[src/rtl/fp_stim_pkg.sv]
// rtl/fp_stim_pkg.sv - shared types, LFSR polynomial and FP special-value constructors
package fp_stim_pkg;

   localparam int FP_MAX_W = 128;
   // Right-shifting Galois taps for x^32 + x^22 + x^2 + x + 1
   localparam logic [31:0] LFSR_POLY = 32'h8020_0003;

   typedef enum logic [3:0] {
      MODE_ZERO           = 4'd0,
      MODE_QNAN           = 4'd1,
      MODE_POS_INF        = 4'd2,
      MODE_NEG_INF        = 4'd3,
      MODE_MAX_POS        = 4'd4,
      MODE_MAX_NEG        = 4'd5,
      MODE_MIN_NORM_POS   = 4'd6,
      MODE_MIN_NORM_NEG   = 4'd7,
      MODE_MIN_DENORM_POS = 4'd8,
      MODE_MIN_DENORM_NEG = 4'd9,
      MODE_RANDOM         = 4'd10,
      MODE_NEAR_ONE       = 4'd11,
      MODE_FIXED_ONE      = 4'd12
   } fp_mode_e;

   typedef enum logic [1:0] {
      OP_ADD    = 2'd0,
      OP_SUB    = 2'd1,
      OP_RANDOM = 2'd2,
      OP_ALT    = 2'd3
   } op_mode_e;

   typedef enum logic [1:0] {
      ORD_NONE   = 2'd0,
      ORD_A_GT_B = 2'd1,
      ORD_A_LT_B = 2'd2
   } order_e;

   typedef enum logic [1:0] {
      ST_IDLE = 2'd0,
      ST_RUN  = 2'd1,
      ST_DONE = 2'd2
   } state_e;

   function automatic logic [31:0] lfsr_step(input logic [31:0] s);
      lfsr_step = {1'b0, s[31:1]} ^ (s[0] ? LFSR_POLY : 32'h0);
   endfunction

   function automatic logic [FP_MAX_W-1:0] fp_mask(input int n);
      fp_mask = (FP_MAX_W'(1) << n) - FP_MAX_W'(1);
   endfunction

   function automatic logic [FP_MAX_W-1:0] fp_pack(input logic s,
                                                   input logic [FP_MAX_W-1:0] e,
                                                   input logic [FP_MAX_W-1:0] m,
                                                   input int eb, input int mb);
      fp_pack = ({{(FP_MAX_W-1){1'b0}}, s} << (eb + mb))
              | ((e & fp_mask(eb)) << mb)
              | (m & fp_mask(mb));
   endfunction

   function automatic logic [FP_MAX_W-1:0] fp_special(input logic [3:0] mode,
                                                      input logic [FP_MAX_W-1:0] rnd,
                                                      input int eb, input int mb);
      logic [FP_MAX_W-1:0] one;
      logic [FP_MAX_W-1:0] ones_e;
      one    = FP_MAX_W'(1);
      ones_e = fp_mask(eb);
      fp_special = '0;
      case (mode)
         MODE_QNAN:           fp_special = fp_pack(1'b0, ones_e, one << (mb - 1), eb, mb);
         MODE_POS_INF:        fp_special = fp_pack(1'b0, ones_e, '0, eb, mb);
         MODE_NEG_INF:        fp_special = fp_pack(1'b1, ones_e, '0, eb, mb);
         MODE_MAX_POS:        fp_special = fp_pack(1'b0, ones_e - one, fp_mask(mb), eb, mb);
         MODE_MAX_NEG:        fp_special = fp_pack(1'b1, ones_e - one, fp_mask(mb), eb, mb);
         MODE_MIN_NORM_POS:   fp_special = fp_pack(1'b0, one, '0, eb, mb);
         MODE_MIN_NORM_NEG:   fp_special = fp_pack(1'b1, one, '0, eb, mb);
         MODE_MIN_DENORM_POS: fp_special = fp_pack(1'b0, '0, one, eb, mb);
         MODE_MIN_DENORM_NEG: fp_special = fp_pack(1'b1, '0, one, eb, mb);
         MODE_RANDOM:         fp_special = rnd;
         MODE_NEAR_ONE:       fp_special = fp_pack(1'b0, (one << (eb - 1)) | (rnd & FP_MAX_W'(3)),
                                                   (rnd & FP_MAX_W'(7)) << (mb - 3), eb, mb);
         MODE_FIXED_ONE:      fp_special = fp_pack(1'b0, fp_mask(eb - 1), '0, eb, mb);
         default:             fp_special = '0;
      endcase
   endfunction

endpackage

[src/rtl/fp_stim_lfsr.sv]
// rtl/fp_stim_lfsr.sv - Galois LFSR exposing the next NSTATES successive states
module fp_stim_lfsr
   import fp_stim_pkg::*;
#(
   parameter logic [31:0] SEED    = 32'h1,
   parameter int          NSTATES = 2
)(
   input  logic                      clk,
   input  logic                      rst_n,
   input  logic                      i_load,
   input  logic [31:0]               i_seed,
   input  logic                      i_advance,
   output logic [NSTATES-1:0][31:0]  o_chain
);

   logic [31:0] r_state;
   logic [31:0] w_seed_eff;
   logic [31:0] w_src;
   logic [31:0] w_walk;

   // A zero seed would lock the register, so it falls back to SEED
   assign w_seed_eff = (i_seed == 32'h0) ? SEED : i_seed;
   assign w_src      = i_load ? w_seed_eff : r_state;

   always_comb begin
      w_walk  = w_src;
      o_chain = '0;
      for (int i = 0; i < NSTATES; i++) begin
         o_chain[i] = w_walk;
         w_walk     = lfsr_step(w_walk);
      end
   end

   always_ff @(posedge clk or negedge rst_n) begin
      if (!rst_n)
         r_state <= SEED;
      else if (i_advance)
         r_state <= w_walk;
      else if (i_load)
         r_state <= w_seed_eff;
   end

endmodule

[src/rtl/fp_stim_gen.sv]
// rtl/fp_stim_gen.sv - floating-point operand pair stimulus generator
module fp_stim_gen
   import fp_stim_pkg::*;
#(
   parameter int          WIDTH     = 32,
   parameter int          EXP_BITS  = 8,
   parameter int          MANT_BITS = 23,
   parameter logic [31:0] SEED      = 32'h1
)(
   input  logic             clk,
   input  logic             rst_n,
   input  logic             start,
   input  logic             abort,
   input  logic [3:0]       mode_a,
   input  logic [3:0]       mode_b,
   input  logic [1:0]       op_mode,
   input  logic [1:0]       order,
   input  logic [15:0]      burst_len,
   input  logic             seed_load,
   input  logic [31:0]      seed,
   output logic             out_valid,
   input  logic             out_ready,
   output logic [WIDTH-1:0] a,
   output logic [WIDTH-1:0] b,
   output logic             operation_select,
   output logic             busy,
   output logic             done
);

   localparam int NW = (WIDTH + 31) / 32;

   generate
      if (WIDTH != 1 + EXP_BITS + MANT_BITS || WIDTH > FP_MAX_W || EXP_BITS < 2 || MANT_BITS < 3) begin : g_bad_cfg
         $error("fp_stim_gen: WIDTH must equal 1+EXP_BITS+MANT_BITS and fit FP_MAX_W");
      end
   endgenerate

   state_e              r_state, w_state_nxt;
   logic [3:0]          r_mode_a, r_mode_b;
   logic [1:0]          r_op_mode, r_order;
   logic [15:0]         r_len, r_cnt;
   logic                r_valid, r_opsel;
   logic [WIDTH-1:0]    r_a, r_b;

   logic                w_idle, w_accept, w_last, w_gen, w_load, w_swap, w_opsel_nxt;
   logic [3:0]          w_ma, w_mb;
   logic [1:0]          w_opm, w_ord;
   logic [2*NW-1:0][31:0] w_chain;
   logic [FP_MAX_W-1:0] w_rnd_a, w_rnd_b;
   logic [WIDTH-1:0]    w_a_raw, w_b_raw, w_a_nxt, w_b_nxt;

   assign w_idle   = (r_state == ST_IDLE);
   assign w_load   = w_idle & seed_load;
   assign w_accept = r_valid & out_ready;
   assign w_last   = (r_len != 16'd0) && (r_cnt == r_len - 16'd1);

   // Configuration comes straight from the ports on the start cycle, then from the held copy
   assign w_ma  = w_idle ? mode_a  : r_mode_a;
   assign w_mb  = w_idle ? mode_b  : r_mode_b;
   assign w_opm = w_idle ? op_mode : r_op_mode;
   assign w_ord = w_idle ? order   : r_order;

   fp_stim_lfsr #(
      .SEED    (SEED),
      .NSTATES (2 * NW)
   ) u_lfsr (
      .clk       (clk),
      .rst_n     (rst_n),
      .i_load    (w_load),
      .i_seed    (seed),
      .i_advance (w_gen),
      .o_chain   (w_chain)
   );

   always_comb begin
      w_state_nxt = r_state;
      w_gen       = 1'b0;
      case (r_state)
         ST_IDLE: begin
            if (start) begin
               w_state_nxt = ST_RUN;
               w_gen       = 1'b1;
            end
         end
         ST_RUN: begin
            if (abort)
               w_state_nxt = ST_IDLE;
            else if (w_accept && w_last)
               w_state_nxt = ST_DONE;
            else if (w_accept)
               w_gen = 1'b1;
         end
         ST_DONE: w_state_nxt = ST_IDLE;
         default: w_state_nxt = ST_IDLE;
      endcase
   end

   always_comb begin
      w_rnd_a = '0;
      w_rnd_b = '0;
      for (int i = 0; i < NW; i++) begin
         w_rnd_a[i*32 +: 32] = w_chain[i];
         w_rnd_b[i*32 +: 32] = w_chain[NW+i];
      end
   end

   always_comb begin
      w_a_raw = WIDTH'(fp_special(w_ma, w_rnd_a, EXP_BITS, MANT_BITS));
      w_b_raw = WIDTH'(fp_special(w_mb, w_rnd_b, EXP_BITS, MANT_BITS));
      w_swap  = 1'b0;
      case (w_ord)
         ORD_A_GT_B: w_swap = (w_a_raw < w_b_raw);
         ORD_A_LT_B: w_swap = (w_a_raw > w_b_raw);
         default:    w_swap = 1'b0;
      endcase
      w_a_nxt = w_swap ? w_b_raw : w_a_raw;
      w_b_nxt = w_swap ? w_a_raw : w_b_raw;
      case (w_opm)
         OP_ADD:    w_opsel_nxt = 1'b0;
         OP_SUB:    w_opsel_nxt = 1'b1;
         OP_RANDOM: w_opsel_nxt = w_rnd_b[0];
         default:   w_opsel_nxt = w_idle ? 1'b0 : ~r_opsel;
      endcase
   end

   always_ff @(posedge clk or negedge rst_n) begin
      if (!rst_n)
         r_state <= ST_IDLE;
      else
         r_state <= w_state_nxt;
   end

   always_ff @(posedge clk or negedge rst_n) begin
      if (!rst_n) begin
         r_mode_a  <= '0;
         r_mode_b  <= '0;
         r_op_mode <= '0;
         r_order   <= '0;
         r_len     <= '0;
         r_cnt     <= '0;
         r_valid   <= 1'b0;
         r_opsel   <= 1'b0;
         r_a       <= '0;
         r_b       <= '0;
      end else begin
         r_valid <= (w_state_nxt == ST_RUN);
         if (w_idle && start) begin
            r_mode_a  <= mode_a;
            r_mode_b  <= mode_b;
            r_op_mode <= op_mode;
            r_order   <= order;
            r_len     <= burst_len;
            r_cnt     <= '0;
         end else if (r_state == ST_RUN && w_accept && !abort && r_cnt != 16'hFFFF) begin
            r_cnt <= r_cnt + 16'd1;
         end
         if (w_gen) begin
            r_a     <= w_a_nxt;
            r_b     <= w_b_nxt;
            r_opsel <= w_opsel_nxt;
         end
      end
   end

   assign out_valid        = r_valid;
   assign a                = r_a;
   assign b                = r_b;
   assign operation_select = r_opsel;
   assign busy             = (r_state != ST_IDLE);
   assign done             = (r_state == ST_DONE);

endmodule

[config.mk]
export PLATFORM = sky130hd
export DESIGN_NAME = fp_stim_gen
export DESIGN_NICKNAME = d
export VERILOG_FILES = /design/src/rtl/fp_stim_pkg.sv /design/src/rtl/fp_stim_lfsr.sv /design/src/rtl/fp_stim_gen.sv
export SDC_FILE = /design/constraint.sdc
export NUM_CORES = 1
export LEC_CHECK = 0
export CAP_MARGIN = 10
export CORE_MARGIN = 10
export CORE_UTILIZATION = 45
export DETAILED_ROUTE_END_ITERATION = 8
export PLACE_DENSITY = 0.68
export SYNTH_ARGS = -nofsm -noshare
export SYNTH_HDL_FRONTEND = slang
export SYNTH_HIERARCHICAL = 1
export SYNTH_SLANG_ARGS = --single-unit
[constraint.sdc]
create_clock -name clk -period 5.88 [get_ports clk]
set_input_delay 1.176 -clock clk [delete_from_list [all_inputs] [get_ports clk]]
set_output_delay 1.176 -clock clk [all_outputs]
set_load 0.1 [all_outputs]
Word-level counts from Yosys, hierarchy flattened

Index checks and enable logic that the tools add are counted.

Register bits: 144
Bits of input ports: 66
Output and inout port bits: 68
Logic and storage cells: 96

Add/sub/neg operators: 2
Order comparisons: 2
Equal/unequal tests: 33
Muxes and demuxes: 27
Bitwise gates (word level): 7
Reductions and logical operators: 13

Operators with widths:

| kind                                                                 | number |
|---|---|
| 32-bit case mux with 12 select lines                                 | 2 |
| 32-bit two-way mux                                                   | 7 |
| 31-bit by 32-bit bitwise XOR with 32-bit output                      | 2 |
| 31-bit by 23-bit OR with 31-bit output                               | 2 |
| 4-bit == test, second input constant                                 | 10 |
| 4-bit by 3-bit == test with 1-bit output, second input constant      | 8 |
| 32-bit greater-than comparator                                       | 1 |
| 32-bit logical NOT                                                   | 1 |
| 32-bit less-than comparator                                          | 1 |
| 16-bit two-way mux                                                   | 2 |
| 16-bit by 1-bit adder with 16-bit output, second input constant      | 1 |
| 16-bit == test                                                       | 1 |
| 4-bit by 2-bit == test with 1-bit output, second input constant      | 4 |
| 16-bit != test, second input constant                                | 1 |
| 16-bit nonzero test                                                  | 1 |
| 16-bit by 1-bit subtractor with 16-bit output, second input constant | 1 |
| 2-bit two-way mux                                                    | 5 |
| 2-bit by 1-bit == test with 1-bit output, second input constant      | 4 |
| 4-bit by 1-bit == test with 1-bit output, second input constant      | 2 |
| 4-bit two-way mux                                                    | 2 |
| 2-bit == test, second input constant                                 | 3 |
| 1-bit logical AND                                                    | 6 |
| 1-bit two-way mux                                                    | 5 |
| 2-bit logical NOT                                                    | 2 |
| other kinds (7)                                                      | 10 |

Logic depth before layout (Yosys ltp)

Gate-level depths: netlist of run 1.

Word-level depth: 10
Gate-level depth with buffers: 26
Mapped depth without buffers: 19

By module

The synthesis of run 1 kept the hierarchy.

Modules (own cells, without submodules):

| module       | instances | cells an instance | area each (µm²) | sequential area each (µm²) |
|---|---|---|---|---|
| fp_stim_gen  | 1         | 743               | 7423.4          | 2802.7 |
| fp_stim_lfsr | 1         | 231               | 2059.5          | 802.0 |

Least setup slack after synthesis of run 1

Ideal clock, no wire load.

Path kind: input port to flip-flop
From: in seed_load
To: reg r_b[30] (netlist: b[30])
Setup time: 128 ps
Arrival: 5348 ps
Data required time: 5752 ps
Slack: 404 ps
Stages on the path: 23
Path buffers: 6
Cell sequence: and2_1 > buf_4 > buf_4 > buf_4 > nor2_1 > nor3_1 > nor2_1 > nor2b_1 > a21oi_1 > o32ai_1 > a21oi_1 > ha_1 > a21oi_1 > o21ai_0 > a221oi_1 > o211ai_1 > or4b_2 > clkbuf_1 > and2_1 > buf_2 > buf_2 > mux2i_1 > mux2_1

RTL lines:

| what                 | line               | source |
|---|---|---|
| from (decl)          | fp_stim_gen.sv:19  | `input logic seed_load,` |
| to (signal assigned) | fp_stim_gen.sv:159 | `r_b <= w_b_nxt;` |
| to (decl)            | fp_stim_gen.sv:43  | `logic [WIDTH-1:0] r_a, r_b;` |

==> summary.txt, run 1 <==
Floorplanning
  – Core area: between 0.02 and 0.025 mm^2
  – Rows: 53
  – Die Wd: between 150 and 200 um
  – Die extent in y: ~170 um
  – Starting Density: 45.4%
  – I/O pins: 134
  – Die ar.: 0.0273 mm^2

STA
  – Setup Skew: about 0.011 ns
  – Slew margin rel.: approximately 28%
  – F_max: around 180 MHz
  – Fin crit period: around 5.6 ns
  – Setup violators final: 0
  – Tightest Pin Transition: ~1.1 ns
  – Worst Hold Slack: 0.490 ns
  – Fin crit share: between 90% and 100%
  – Fin. Hold Viols: 0
  – RSZ-0062 raised after global routing: false
  – Slew Limit Fails: 0
  – Setup TNS: 0 ns

Detailed routing
  – Drt via density: ~5.4
  – DRT antenna net count: 0
  – DRC viols: 0
  – DRT Wirelength: ~25 mm
  – First-pass DRT Iterations: 5
  – Initial DRC Count: 530
  – WL per Instance: about 17 um
  – Via count: 7790

Clock network
  – Clock Pin Slew Worst Setup and Hold Paths: around 0.06 ns
  – CTS tree: built
  – CTS hold repair buffers: 0
  – Clock Tree Buf Depth: 2
  – Clock Latency Late Sink: 0.42 ns
  – Post-CTS sizing: 0
  – Post-CTS setup buffers: 0
  – Clk root buf: clkbuf_16
  – Clock sinks: ~140
  – Clock buffer count from CTS: 17
  – H-tree depth: 4

Setup path
  – Reg2Reg Depth: 18
  – Worst setup SP type: input port
  – Cell Chain, Critical Path: clkdlybuf4s50_1, nor4_1, nand4_1, o21a_2, nor3_1, nor2_1, nor2b_1, a21oi_1, o32ai_1, a21oi_1, ha_1, a21oi_1, o21ai_0, a221oi_1, o211ai_1, or4b_2, and2_2, buf_12, mux2i_1, mux2_1
  – Critical path class: in2reg
  – CP max FO: 20
  – Data arrival, critical path: ~5.9 ns
  – CP most frequent cell: a21oi_1
  – Crit-path slowest cell: or4b_2
  – Max incr delay on CP: 0.67 ns
  – CP endpoint kind: flip-flop
  – Critical path required time: 6.18 ns

Min path
  – Hold depth: 1
  – HP Class: reg2reg

GRT
  – Vias in the first global route: 7832
  – Initial antenna violation count: 0
  – Global route overflow: 0
  – First-pass GRT wire length: a little over 40 mm
  – Largest net degree at the start of global routing: 85
  – All-Layer GR Usage: 18.6%

Place
  – DP Wirelength: between 15 and 20 mm
  – DP Cell Count: about 1400
  – Port Buffers: approximately 130
  – Gpl congestion: about 0.92

Synth
  – Area fraction of the dominant cell type after synthesis: a little under two fifths
  – Syn Inst Count: 974
  – Biggest area consumer among synthesized cells: dfrtp_1
  – Top FF cell, synth: dfrtp_1
  – Distinct cells, synth: between 60 and 70
  – #FFs+latches synth: ~140
  – Asr flop ratio synth: between 90% and 100%
  – Seq/Total Area, Yosys: 38.0%
  – YS warnings: 6
  – Top area cells in the synthesized netlist: dfrtp_1 (38%), mux2_2 (9.9%), mux2i_1 (9.0%)
  – Syn_nets: 1076
  – Mapped cell area: 0.00948 mm^2
  – Number of flops mapped to enable cells by yosys: 0
  – Syn_area_per_cell: between 9 and 10 um^2

Pwr
  – Leak: roughly 5.8 nW
  – Tot Pwr: between 6 and 7 mW
  – PD cells: 535 mW/mm^2
  – Peak supply drop: 0.259 mV

Run status
  – Status: finished, final reports clean

Job
  – Max-Cap Viols: 0

Cells and area
  – Non-Filler Instances: roughly 1400
  – P&R area growth vs syn: 27.9%
  – Ratio of cells with drive above 1 in the final layout: a little over a fifth
  – Fin util: about three fifths
  – Diode count: 0
  – Final #Nets: 1247
[metal layers]
layer	GRT usage, %	wire length (um)
met4	5.92	519
met5	0	0
met3	4.46	1690
met2	29.7	11400
met1	24.3	11100
[sequential cells by signal (all words and copies together) (netlist names)]
register,cells
a,32
b,32
operation_select,1
out_valid,1
r_cnt,16
r_len,16
r_mode_a,4
r_mode_b,4
r_op_mode,2
r_order,2
r_state,2
u_lfsr/r_state,32
[cell usage in the layout (no fill, tap or decap), types with 4 or more instances in the layout]
master,n
xnor2_1,14
nand2b_1,4
buf_4,93
nor2b_1,8
mux2_2,83
a21oi_1,89
a31oi_1,8
clkbuf_16,17
nand4_1,18
mux2i_1,85
nand2_1,45
nand3_1,11
mux2_1,40
nor3_1,8
inv_1,48
nor2_1,130
o31ai_1,4
o21ai_0,17
clkdlybuf4s50_1,132
buf_12,8
xor2_1,23
nor4_1,8
nor4_2,4
and3_1,7
dfrtp_1,143
ha_1,36
[critical path, delay by kind of cell]
family	cells	cell delay, ns
AND/OR/NAND/NOR	7	2.07
AO/OA/AOI/OAI	8	1.28
buffers and inverters	2	0.60
multiplexers	2	0.43
adder cells (fa/ha/maj)	1	0.29
[Yosys cell counts (all sizes together) (2+ instances only)]
cell    count
ha         36
nand2      46
nor2      131
xnor2      14
or2         3
or4b        2
a31o        2
or3         3
nand3      11
o21ai      20
o31ai       4
or4         3
nand2b      4
a311oi      3
a211oi      3
nand4      18
buf        53
nor3       11
and3        7
dfrtp     143
a21oi      89
o22ai       3
inv        48
and4        2
nor4       13
a21o        2
clkbuf     29
xor2       23
and2        5
mux2      123
nor2b       8
a31oi       8
mux2i      86
a221oi      2
[logic make-up (layout without fill, tap and decap cells)]
logic type / count (synthesis) / in the layout / synth area share (%)
and+or+nand+nor: 270 / 270 / 13.6
xor gates and xnor gates: 37 / 37 / 3.42
buffers and inverters: 130 / 314 / 7.27
DFF: 144 / 144 / 38.0
AOI/OAI and AO/OA: 148 / 148 / 9.12
muxes: 209 / 209 / 23.8
adders and majority gates: 36 / 36 / 4.75
[worst paths after layout]
kind / start / end / slack, ns
setup / recovery: seed[12] / b[26] / 0.31
hold / removal: a[11] / a[11] / 0.49
setup reg to reg: r_state[0] / b[26] / 0.81
hold reg to reg: a[11] / a[11] / 0.49
max in group asynchronous: rst_n / r_cnt[12] / 3.82
min in group asynchronous: rst_n / u_lfsr/r_state[28] / 0.79
[power breakdown]
group	switching [mW]	leakage, nW	total (mW)	internal, mW
registers	0.201	1.78	1.52	1.32
logic	2.61	3.69	3.89	1.28
clock network	0.435	0.283	1.08	0.649
total	3.24	5.76	6.49	3.25
[stage by stage]
step | setup slack, ns | cell area (um^2)
floorplan | 0.404 | 9480
global placement | -0.0773 | 11500
detailed placement | -0.111 | 11500
CTS | 0.331 | 12100
global route | 0.0603 | 12100
finish | 0.315 | 12100
[final cells by class]
class / instances / area (um^2)
multi-input cells: 700 / 5220
clock inverters: 12 / 133
well taps: 275 / 344
flip-flops and latches: 144 / 3600
repair buffers: 234 / 2190
clock buffers: 20 / 457
fillers: 1849 / 8760
inverters: 48 / 180
(Power assumes the default switching activity.)
==> inputs of run 2 (changes only) <==
- CORE_MARGIN: 10 -> 1.5
==> run 2 against run 1 <==
  * Utilization increased by 1.8 points
  * Critical endpoint is now b[24]
  * Hold slack better by 0.0017 ns
  * Largest cell class unchanged
  * Critical path type unchanged
  * Cell count increased by 0.42%
  * Die area shrank 20%
==> summary.txt, run 2 (synthesis gave the netlist of run 1 again) <==
Run status
  – Status: finished, final reports clean

Detailed routing
  – DRT antenna net count: 0
  – Drt via density: between 5 and 6
  – Initial DRC Count: ~320
  – First-pass DRT Iterations: 5
  – DRT Wirelength: about 23 mm
  – Via count: a little under 8000
  – DRC viols: 0
  – WL per Instance: 16.2 um

Floorplanning
  – Core area: ~0.020 mm^2
  – Die extent in y: about 150 um
  – Rows: 52
  – Starting Density: a little under half
  – Die ar.: roughly 0.022 mm^2
  – I/O pins: about 130
  – Die Wd: 148 um

Pwr
  – Peak supply drop: 0.361 mV
  – PD cells: between 500 and 600 mW/mm^2
  – Leak: 5.81 nW

STA
  – Slew Limit Fails: 0
  – Fin crit share: between 90 and 100%
  – RSZ-0062 raised after global routing: false
  – Tightest Pin Transition: between 1 and 1.5 ns
  – Final worst slack: 0.272 ns
  – Setup TNS: 0 ns
  – Fin. Hold Viols: 0
  – Fin crit period: between 5 and 6 ns
  – F_max: between 150 and 200 MHz
  – Setup Skew: just under 0.008 ns
  – Slew margin rel.: between 20 and 30%
  – Setup violators final: 0

Cells and area
  – Diode count: 0
  – Most common cell after layout, fill and taps aside: dfrtp_1
  – P&R area growth vs syn: 29.0%
  – Final #Nets: roughly 1300
  – Commonest non-fill, non-tap cells in the layout: dfrtp_1 (143), clkdlybuf4s50_1 (132), nor2_1 (130), buf_4 (104), a21oi_1 (89)
  – Ratio of cells with drive above 1 in the final layout: a little over a fifth

Clock network
  – CTS tree: built
  – Clock sinks: 144
  – H-tree depth: 4
  – Clock Pin Slew Worst Setup and Hold Paths: approximately 0.06 ns
  – Post-CTS setup buffers: 0
  – Clk root buf: clkbuf_16
  – Clock Tree Buf Depth: 2
  – Clock Latency Late Sink: around 0.42 ns
  – Clock buffer count from CTS: 17

Setup path
  – CP max FO: 26
  – Data arrival, critical path: around 5.9 ns
  – Max incr delay on CP: 0.67 ns
  – Worst setup SP type: input port
  – CP endpoint kind: flip-flop
  – Cell Chain, Critical Path: clkdlybuf4s50_1, nor4_1, nand4_1, o21a_2, nor3_2, nor2_1, nor2b_1, a21oi_1, o32ai_1, a21oi_1, ha_1, a21oi_1, o21ai_0, a221oi_1, o211ai_1, or4b_2, and2_2, buf_12, mux2i_1, mux2_1
  – Critical path required time: approximately 6.2 ns
  – Critical path class: in2reg
  – Crit-path slowest cell: or4b_2
  – CP most frequent cell: a21oi_1

GRT
  – Largest net degree at the start of global routing: 87
  – Initial antenna violation count: 1
  – All-Layer GR Usage: 21.7%
  – Global route overflow: 0
  – Vias in the first global route: about 7500
  – First-pass GRT wire length: 38.0 mm

Place
  – Port Buffers: 133
  – Gpl congestion: just under 0.9
  – Setup WS pre-CTS: -0.194 ns
  – DP Wirelength: 17.1 mm

Min path
  – HP Class: reg2reg

Job
  – Max-Cap Viols: 0
-- run 2: what timing repair did --
item                                    4_1_cts  5_1_grt
hold buffers                                  0        0
endpoints found under the setup margin        0       18
hold endpoints to repair                      0        0
resized for setup                             0        3
-- run 2: layout make-up --
| class | count | area (um^2) |
|---|---|---|
| inverters | 48 | 180 |
| clock buffers | 20 | 447 |
| fillers | 1764 | 8200 |
| repair buffers | 245 | 2270 |
| multi-input cells | 700 | 5230 |
| well taps | 270 | 338 |
| flip-flops and latches | 144 | 3600 |
| clock inverters | 12 | 159 |
-- run 2: through the flow --
stage | cells | hold WS, ns | utilization (%) | power [mW] | cell area, um^2
6_report | 1439 | 0.492 | 59.9 | 6.52 | 12200
5_1_grt | 1439 | 0.515 | 59.9 | 6.86 | 12200
4_1_cts | 1439 | 0.496 | 59.8 | 6.55 | 12200
3_5_place_dp | 1407 | 0.481 | 56.8 | 5.43 | 11600
3_3_place_gp | 1407 | 0.477 | 56.8 | 5.37 | 11600
2_1_floorplan | 974 | 0.480 | - | 4.35 | 9480
-- run 2: power breakdown --
group | total, mW | internal (mW) | switching (mW) | leakage, nW
Clock | 1.11 | 0.682 | 0.424 | 0.291
Combinational | 3.90 | 1.30 | 2.60 | 3.74
Sequential | 1.51 | 1.32 | 0.191 | 1.78
-- run 2: metal layers --
metal / global-route usage (%) / routed length, um
met4: 7.23 / 411
met1: 29.3 / 10700
met3: 4.51 / 1440
met2: 34.9 / 10700
met5: 0 / 0
-- run 2: final timing paths --
check	depth (start not counted)	to	slack, ns	from
hold reg to reg	1	a[8]	0.49	a[8]
hold / removal	1	a[8]	0.49	a[8]
setup reg to reg	21	b[24]	0.70	r_state[0]
min in group asynchronous	1	a[28]	0.83	rst_n
setup / recovery	20	b[24]	0.27	seed[8]
max in group asynchronous	2	u_lfsr/r_state[21]	3.79	rst_n
-- run 2: critical path: cells and delay by family --
kind                       cells  cell delay (ns)
AOI/OAI and AO/OA              8             1.38
buffers and inverters          2             0.60
adders and majority gates      1             0.31
and+or+nand+nor                7             1.96
muxes                          2             0.43
==> inputs of run 3 (changes only) <==
==> constraint.sdc (replaced) <==
create_clock -name clk -period 5.8 [get_ports clk]
set_input_delay 1.45 -clock clk [delete_from_list [all_inputs] [get_ports clk]]
set_output_delay 1.45 -clock clk [all_outputs]
set_load 0.1 [all_outputs]
==> run 3 against run 2 <==
  * Non-clock buffer count grew 64
  * Sequential share of layout area shrank 1.2 points
  * Critical path type unchanged
  * Largest cell class unchanged
  * Clock power about the same
==> summary.txt, run 3 (synthesis gave the netlist of run 1 again) <==
Setup path
  – CP delay by family, top: simple AND/OR/NAND/NOR gates
  – Max incr delay on CP: about 0.54 ns
  – Worst R2R Setup Slack: between 0.9 and 1 ns
  – CP max FO: 23
  – R2r endpoint: a[10]
  – Buf/Inv on CP: 2
  – Cell Chain, Critical Path: clkdlybuf4s50_1, nor4_2, nand4_1, o21ai_2, a21oi_1, nor2_1, nor2b_4, a21oi_1, o32ai_2, a21oi_2, ha_1, a21oi_1, o21ai_1, a221oi_1, o211ai_1, or4b_4, and2_4, buf_12, mux2i_1, mux2_1
  – Reg2Reg Depth: 17
  – Critical path class: in2reg
  – Critical path required time: between 6 and 7 ns
  – Reg2reg start: r_state[0]
  – Crit path launch: seed[15]
  – Worst setup SP type: input port
  – Data arrival, critical path: approximately 5.8 ns
  – CP most frequent cell: a21oi_1
  – Crit-path slowest cell: or4b_4
  – CP endpoint kind: flip-flop

STA
  – Fin crit share: a little over nine tenths
  – Tightest Pin Transition: roughly 1.1 ns
  – Setup violators final: 0
  – Setup Skew: about 0.0096 ns
  – Fin crit period: 5.52 ns
  – Fin. Hold Viols: 0
  – Slew Limit Fails: 0
  – F_max: 181 MHz
  – Setup TNS: 0 ns
  – Slew margin rel.: a little under 30%

Detailed routing
  – DRC viols: 0
  – First-pass DRT Iterations: 5
  – Initial DRC Count: 454
  – Drt via density: between 5 and 6
  – Via count: about 8000
  – WL per Instance: ~16 um
  – DRT antenna net count: 0
  – DRT Wirelength: roughly 25 mm

Min path
  – HP Class: reg2reg
  – Worst Hold End: a[11]
  – Worst hold start: a[11]
  – Hold depth: 1

Floorplanning
  – Die extent in y: between 100 and 150 um
  – I/O pins: 134
  – Starting Density: between 40% and 50%
  – Rows: between 50 and 60
  – Core area: around 0.020 mm^2
  – Die Wd: roughly 150 um
  – Die ar.: about 0.022 mm^2

GRT
  – Initial antenna violation count: 0
  – GRT met1 Usage: ~31%
  – Largest net degree at the start of global routing: 90
  – All-Layer GR Usage: roughly 23%
  – Global route overflow: 0
  – GRT met3 Usage: approximately 5.3%
  – First-pass GRT wire length: roughly 40 mm
  – GR Layer Usage met2: between 30 and 40%
  – Vias in the first global route: between 7000 and 8000
  – GR peak layer: met2

Cells and area
  – Diode count: 0
  – Final #Nets: 1322
  – Design area: 0.0127 mm^2
  – Most common cell after layout, fill and taps aside: buf_4
  – Commonest non-fill, non-tap cells in the layout: buf_4 (168), dfrtp_1 (143), clkdlybuf4s50_1 (132), nor2_1 (129), a21oi_1 (88)
  – Ratio of cells with drive above 1 in the final layout: about a quarter
  – P&R area growth vs syn: 34.3%
  – FILL cells: approximately 1700
  – Non-Filler Instances: ~1500
  – Fin util: between 60% and 70%

Clock network
  – H-tree depth: 4
  – Clk root buf: clkbuf_16
  – Clock sinks: between 100 and 150
  – CTS tree: built
  – Clock Latency Late Sink: between 0.4 and 0.5 ns
  – Clock Tree Buf Depth: 2
  – Clock buffer count from CTS: 17
  – CTS hold repair buffers: 0
  – Clock Pin Slew Worst Setup and Hold Paths: roughly 0.060 ns

Job
  – Max-Cap Viols: 0

Pwr
  – Tot Pwr: 6.84 mW
  – Leak: roughly 6 nW
  – Flop pwr share: 22.4%
  – Clock Power Share: 16.5%
  – PD cells: between 500 and 600 mW/mm^2
  – Combinational Power Share: about 61%
  – Psw: 3.35 mW
  – Peak supply drop: 0.299 mV
  – Cell internal pwr: about 3.5 mW
  – Net switching fraction of the power: between 40 and 50%

Place
  – Gpl congestion: slightly below 0.9
  – Port Buffers: 133
  – DP Wirelength: roughly 18 mm
  – DP Cell Count: between 1000 and 1500
  – DP Area: between 0.01 and 0.015 mm^2

Run status
  – Status: finished, final reports clean
run 3: cell types whose count changed in the layout (fill, tap and decap cells not counted), sizes merged:
cell,previous run,this run
clkinvlp,2,4
buf,113,177
clkinv,5,3
run 3: worst reg2reg max path: cells and delay by family (launching register included):
family / cells / cell delay, ns
AOI/OAI and AO/OA: 5 / 1.05
adders and majority gates: 1 / 0.31
buffers and inverters: 3 / 0.71
DFF: 1 / 0.39
muxes: 3 / 0.78
and+or+nand+nor: 5 / 1.46
run 3: how the worst max path moves through the flow:
stage	depth (start not counted)	slack, ns	to
after CTS	20	0.03	a[10]
after global placement	20	-0.40	a[9]
after detailed placement	20	-0.48	a[10]
after global routing	20	-0.01	a[10]
after floorplan	23	0.05	b[30]
final	20	0.28	a[10]
run 3: power groups by stage:
stage / Sequential (mW) / Combinational [mW] / Clock (mW)
after floorplan: 2.98 / 1.43 / 0
after global placement: 1.54 / 4.06 / 0
after detailed placement: 1.55 / 4.11 / 0
after CTS: 1.54 / 4.13 / 1.15
after global routing: 1.57 / 4.41 / 1.19
final: 1.54 / 4.18 / 1.13
run 3: through the flow:
| stage | setup WS [ns] | hold WS (ns) |
|---|---|---|
| finish | 0.284 | 0.488 |
| global route | -0.0104 | 0.512 |
| CTS | 0.0261 | 0.495 |
| detailed placement | -0.484 | 0.481 |
| global placement | -0.400 | 0.476 |
| floorplan | 0.0497 | 0.480 |
run 3: per-layer routing:
| layer | part of all wire (%) | vias up |
|---|---|---|
| li1 | - | 3894 |
| met1 | 46 | 3835 |
| met2 | 45 | 221 |
| met3 | 6.3 | 29 |
| met4 | 1.8 | 0 |
| met5 | 0 | - |
run 3: layout make-up:
class | instances | area (um^2) | area share, %
multi-input cells | 700 | 5270 | 41.3
flip-flops and latches | 144 | 3600 | 28.3
repair buffers | 309 | 2750 | 21.6
clock buffers | 20 | 437 | 3.43
well taps | 270 | 338 | 2.65
inverters | 48 | 180 | 1.41
clock inverters | 12 | 160 | 1.26
run 3: what timing repair did:
item                                    CTS  global route
setup buffers                             0             3
endpoints found under the setup margin   46            64
pin swaps                                 1             8
gates resized for setup                   2            11
gates cloned                              0             0
